===== src/rtl/ldm_stm_seq.sv =====
// Sequencer for ARM LDM/STM block transfers: walks the register list lowest-first, one beat per handshake.
// Optional macro LDM_STM_PC_LOAD_EN enables the pc_load pulse for loads that include R15.
module ldm_stm_seq #(
  parameter int ADDR_W     = 32,
  parameter int WORD_BYTES = 4
) (
  input  logic              clk,
  input  logic              rst,
  input  logic              start,
  input  logic [15:0]       reg_list,
  input  logic [ADDR_W-1:0] base_addr,
  input  logic              p_bit,
  input  logic              u_bit,
  input  logic              w_bit,
  input  logic              l_bit,
  input  logic              mem_ready,
  input  logic              mem_abort,
  output logic              busy,
  output logic              mem_req,
  output logic              mem_we,
  output logic [ADDR_W-1:0] mem_addr,
  output logic [3:0]        reg_idx,
  output logic              rf_we,
  output logic              done,
  output logic              abort_flag,
  output logic              wb_en,
  output logic [ADDR_W-1:0] wb_addr,
  output logic              pc_load
);

  typedef enum logic [1:0] {IDLE, SETUP, XFER, FIN} state_t;

  state_t            state;
  logic [15:0]       work_list;
  logic [ADDR_W-1:0] base_q;
  logic              p_q, u_q, w_q, l_q;
  logic [4:0]        n_count;
  logic [ADDR_W-1:0] step, span, first_addr;
  logic [15:0]       remaining;
  logic              beat_ok, last_beat;

  function automatic logic [4:0] popcount16(input logic [15:0] v);
    logic [4:0] c;
    c = '0;
    for (int i = 0; i < 16; i++) c = c + 5'(v[i]);
    return c;
  endfunction

  function automatic logic [3:0] lowest_set(input logic [15:0] v);
    logic [3:0] idx;
    idx = '0;
    for (int i = 15; i >= 0; i--) if (v[i]) idx = 4'(i);
    return idx;
  endfunction

  // The block always occupies [lowest, lowest + 4n) and is walked upward, so
  // only the lowest address depends on the P/U mode.
  always_comb begin
    n_count = popcount16(work_list);
    step    = ADDR_W'(WORD_BYTES);
    span    = ADDR_W'(n_count) * step;
    case ({p_q, u_q})
      2'b01:   first_addr = base_q;
      2'b11:   first_addr = base_q + step;
      2'b00:   first_addr = base_q - span + step;
      default: first_addr = base_q - span;
    endcase
    remaining = work_list & ~(16'h0001 << reg_idx);
    beat_ok   = (state == XFER) && mem_ready && !mem_abort;
    last_beat = (remaining == 16'h0000);
  end

  assign rf_we = mem_req & mem_ready & l_q & ~mem_abort;

  always_ff @(posedge clk) begin
    if (rst) begin
      state      <= IDLE;
      busy       <= 1'b0;
      mem_req    <= 1'b0;
      mem_we     <= 1'b0;
      done       <= 1'b0;
      abort_flag <= 1'b0;
      wb_en      <= 1'b0;
      mem_addr   <= '0;
      wb_addr    <= '0;
      reg_idx    <= '0;
      work_list  <= '0;
      base_q     <= '0;
      p_q        <= 1'b0;
      u_q        <= 1'b0;
      w_q        <= 1'b0;
      l_q        <= 1'b0;
    end else begin
      done  <= 1'b0;
      wb_en <= 1'b0;
      case (state)
        IDLE: begin
          if (start) begin
            work_list <= reg_list;
            base_q    <= base_addr;
            p_q       <= p_bit;
            u_q       <= u_bit;
            w_q       <= w_bit;
            l_q       <= l_bit;
            busy      <= 1'b1;
            state     <= SETUP;
          end
        end
        SETUP: begin
          wb_addr  <= u_q ? (base_q + span) : (base_q - span);
          mem_addr <= first_addr;
          reg_idx  <= lowest_set(work_list);
          if (n_count == 5'd0) begin
            busy  <= 1'b0;
            done  <= 1'b1;
            state <= FIN;
          end else begin
            mem_req <= 1'b1;
            mem_we  <= ~l_q;
            state   <= XFER;
          end
        end
        XFER: begin
          // An abort wins over mem_ready and never advances the list.
          if (mem_abort) begin
            mem_req    <= 1'b0;
            mem_we     <= 1'b0;
            busy       <= 1'b0;
            done       <= 1'b1;
            abort_flag <= 1'b1;
            state      <= FIN;
          end else if (mem_ready) begin
            work_list <= remaining;
            mem_addr  <= mem_addr + step;
            if (last_beat) begin
              mem_req <= 1'b0;
              mem_we  <= 1'b0;
              busy    <= 1'b0;
              done    <= 1'b1;
              wb_en   <= w_q;
              state   <= FIN;
            end else begin
              reg_idx <= lowest_set(remaining);
            end
          end
        end
        FIN: begin
          abort_flag <= 1'b0;
          state      <= IDLE;
        end
        default: state <= IDLE;
      endcase
    end
  end

`ifdef LDM_STM_PC_LOAD_EN
  // R15 is always the final beat, so a clean last load of R15 means the PC changed.
  always_ff @(posedge clk) begin
    if (rst) pc_load <= 1'b0;
    else     pc_load <= beat_ok && last_beat && l_q && (reg_idx == 4'd15);
  end
`else
  assign pc_load = 1'b0;
`endif

endmodule


===== config.mk =====
export PLATFORM = sky130hd
export DESIGN_NAME = ldm_stm_seq
export DESIGN_NICKNAME = d
export VERILOG_FILES = /design/src/rtl/ldm_stm_seq.sv
export SDC_FILE = /design/constraint.sdc
export NUM_CORES = 1
export LEC_CHECK = 0
export ABC_AREA = 1
export BUFFER_PORTS_ARGS = -buffer_cell sky130_fd_sc_hd__buf_2
export CORE_UTILIZATION = 40
export CTS_CLUSTER_DIAMETER = 100
export CTS_CLUSTER_SIZE = 28
export DETAILED_ROUTE_END_ITERATION = 7
export MAX_ROUTING_LAYER = met4
export PLACE_DENSITY = 0.7
export RECOVER_POWER = 50
export SYNTH_ARGS = -nofsm -noshare
export SYNTH_HDL_FRONTEND = slang
export SYNTH_SLANG_ARGS = --single-unit

===== constraint.sdc =====
create_clock -name clk -period 6.4 [get_ports clk]
set_input_delay 1.28 -clock clk [delete_from_list [all_inputs] [get_ports clk]]
set_output_delay 1.28 -clock clk [all_outputs]
set_load 0.005 [all_outputs]

==> qor.txt <==
Worst reg2reg setup slack = 0.24 ns
Final ANT Viol Nets = 0
Clk Tree Root Cell = clkbuf_16
Initial antenna violation count = 0
Post-Route WL = 41.1 mm
CTS tree = yes
# rows = 59
Sequential fraction of the synthesis area = 0.236
Grt ovf = 0
Hold WC Path Type = reg2reg
Initial core utilization = 0.412
HPWL Detailed = 30.7 mm
Maximum clock path buffer count = 2
Initial DRC Count = 1489
Cells after Synth = 1807
DR DRC count = 0
Clock latency at the later pin of the worst-skew pair = 0.44 ns
Peak Freq = 0.162 GHz
Number of synthesized flops with an enable pin = 0
WS Path Type = reg2reg
Hold Path End = busy$_SDFFE_PP0P_
Largest net degree at the start of global routing = 69
Synth area leaders = dfxtp_1 (24%), nand2_1 (15%), a21oi_1 (8.2%), o21ai_0 (7.6%), nand3_1 (7.2%)
Max cap viols = 1
Final worst slack = 0.238 ns
Total GRT Usage = 0.301
Die Ht = 167 um
Placer Congestion = 0.991
I/O pin count = 133
Worst hold start = busy$_SDFFE_PP0P_
Global-route wire length before repair = 64.4 mm
Syn avg cell area = 6.00 um2
Cell taking the most area after synthesis = dfxtp_1
Top_reg_cell synth = dfxtp_1
Synth unique cells = 50
H-tree levels = 4
CTS Sinks = 128
Ys async rst share = 0
Largest fanout on the critical path = 5
Vias = 12758
Yosys top cell area share = 0.236
Post-Synthesis Net Count = 1902
Crit path required time = 6.77 ns
Minimum clock period = 6.16 ns
Fill cells = 2858
Vias/cell = 5.72
Fin cells = 2229
DIE WIDTH = 167 um
Port bufs = 131
RR Endpoint = mem_addr[20]$_SDFFE_PP0P_
Synthesized flop and latch total = 128
Clock transition at the registers of the reported paths = 0.07 ns
Syn Std Cell Area = 10800 um2
R2R depth = 27
Worst Clk Skew = 0.0123 ns
Hold Slack = 0.466 ns
Dpl ws = 0.185 ns
Final setup viols = 0
Slew @ Worst Pin = 1.89 ns
Area delta synth->final = 13.1%
Vias in the first global route = 11557
CP arrival = 6.53 ns
Wire length per cell = 18.4 um
Worst setup EP type = register
Worst Setup Start Kind = register
Hold depth = 2
Hold Fails Final Rpt = 0
Post-CTS Hold Fix Bufs = 0
Failing checks = max-capacitance violations, max-slew violations
Unrepaired setup endpoints after global routing = true
Share of layout cells above drive strength 1 = 0.122
Final #Nets = 1976
Cts bufs inserted = 17
Worst rel slew slack = -0.266
Number of synthesis warnings = 0
CORE AREA = 26400 um2
Final worst path period share = 0.963
TritonRoute pass-1 iters = 6
Status = complete, but fails checks
Worst R2R Start = work_list[5]$_SDFFE_PP0P_
# diodes = 0
Placed Cells = 2195
Max-slew violations = 69
Die Area = 27800 um2
[flip-flops by register name (all words and copies together) (netlist names)]
name / count
l_q: 1
w_q: 1
mem_we: 1
reg_idx: 4
wb_addr: 32
busy: 1
wb_en: 1
p_q: 1
base_q: 32
u_q: 1
mem_req: 1
abort_flag: 1
work_list: 16
state: 2
mem_addr: 32
done: 1
[cells in the mapped netlist, types with 6 or more instances]
library cell and number:
nor2_1 166, a221oi_1 7, xor2_1 14, buf_1 6
o211ai_1 38, fa_1 12, inv_1 207, buf_6 7
nor2_4 15, nand2_2 19, a31oi_1 14, clkbuf_1 60
o21ai_0 164, nor4_1 9, o21ai_1 12, dfxtp_1 128
ha_1 26, nand3_1 156, inv_2 7, nor3_1 28
nand2_1 424, nor2_2 12, nand4_1 25, a21oi_1 178
nand3_2 6, buf_2 13
[worst max path at each step]
stage / start / endpoint / slack, ns
after floorplan: work_list[5]$_SDFFE_PP0P_ / mem_addr[30]$_SDFFE_PP0P_ / 0.97
after global placement: work_list[5]$_SDFFE_PP0P_ / mem_addr[25]$_SDFFE_PP0P_ / 0.27
after detailed placement: work_list[5]$_SDFFE_PP0P_ / mem_addr[25]$_SDFFE_PP0P_ / 0.18
after CTS: work_list[5]$_SDFFE_PP0P_ / mem_addr[25]$_SDFFE_PP0P_ / 0.1
after global routing: work_list[5]$_SDFFE_PP0P_ / mem_addr[20]$_SDFFE_PP0P_ / -0.08
final: work_list[5]$_SDFFE_PP0P_ / mem_addr[20]$_SDFFE_PP0P_ / 0.24
[through the flow]
step	setup TNS, ns	instance area [um2]	utilization
finish	0	12300	0.466
floorplan	0	10800	-
CTS	0	12200	0.463
global route	-0.422	12300	0.466
detailed placement	0	11600	0.440
global placement	0	11600	0.440
[critical path: stages, from the launching register on]
cell     delay, ns
dfxtp_1       0.35
inv_1         0.10
fa_1          0.55
inv_1         0.05
fa_1          0.46
fa_1          0.52
inv_1         0.05
fa_1          0.48
inv_1         0.06
ha_1          0.19
inv_1         0.08
fa_2          0.50
fa_1          0.56
nand2_1       0.09
o21ai_2       0.12
ha_1          0.21
inv_1         0.04
nor2_1        0.18
nand3_1       0.14
nor2_2        0.19
nand3_2       0.14
inv_1         0.14
nand3_2       0.17
o21ai_0       0.21
nand3_1       0.09
nand2_1       0.09
nand3_1       0.14
a21oi_1       0.18
[cell type report]
| type | count | area [um2] | share of cell area |
|---|---|---|---|
| timing repair buffer | 146 | 712 | 0.0580 |
| clock buffer | 18 | 439 | 0.0358 |
| multi-input combinational | 1369 | 7160 | 0.584 |
| clock inverter | 14 | 154 | 0.0125 |
| sequential | 128 | 2560 | 0.209 |
| tap | 335 | 419 | 0.0342 |
| inverter | 219 | 822 | 0.0670 |
[metal layers]
layer	wire length, um	part of all wire	vias to the layer above	global-route usage
li1	-	-	6134	-
met1	18800	0.46	5888	0.417
met2	17900	0.43	660	0.450
met3	3440	0.084	76	0.0390
met4	1050	0.025	0	0.0934
met5	0	0	-	-
[layout by cell type, fill, tap and decap left out, types with 3 or more instances in the layout]
master,instances
o21ai_1,10
xor2_1,14
nand4_1,25
o21ai_0,164
a221oi_1,7
nand3_1,153
clkinvlp_4,3
ha_2,3
o311ai_0,3
dfxtp_1,128
nor2_1,160
clkinv_1,5
buf_4,15
clkinv_4,3
nor4_1,9
a31oi_1,14
o21ai_2,3
o211ai_1,38
o21bai_1,4
o221ai_1,5
nor2_4,18
clkbuf_1,43
ha_1,21
nor2_2,15
nand3_2,9
nand2_4,4
a21oi_2,5
inv_2,8
fa_1,11
nand2_1,420
a21oi_1,177
nor3_1,27
nand2_2,21
clkbuf_16,17
a211oi_1,4
inv_1,206
inv_6,4
buf_2,86
[timing repair]
| action | in CTS | in global routing |
|---|---|---|
| gates resized for setup | 0 | 28 |
| setup buffers | 0 | 2 |
| setup endpoints to repair | 0 | 31 |
[kinds of logic (layout without fill, tap and decap cells)]
family,count (synthesis),after routing,share of synthesized area
simple gates,872,872,0.358
compound gates,442,442,0.226
buf+inv,310,397,0.115
flops,128,128,0.236
fa+ha+maj,38,38,0.0521
xor+xnor,16,16,0.0129
other cells,1,1,0.000346
Power is left out: the tool's default activity adds up to more than one toggle a clock period on the data nets, which glitch-free logic cannot reach.
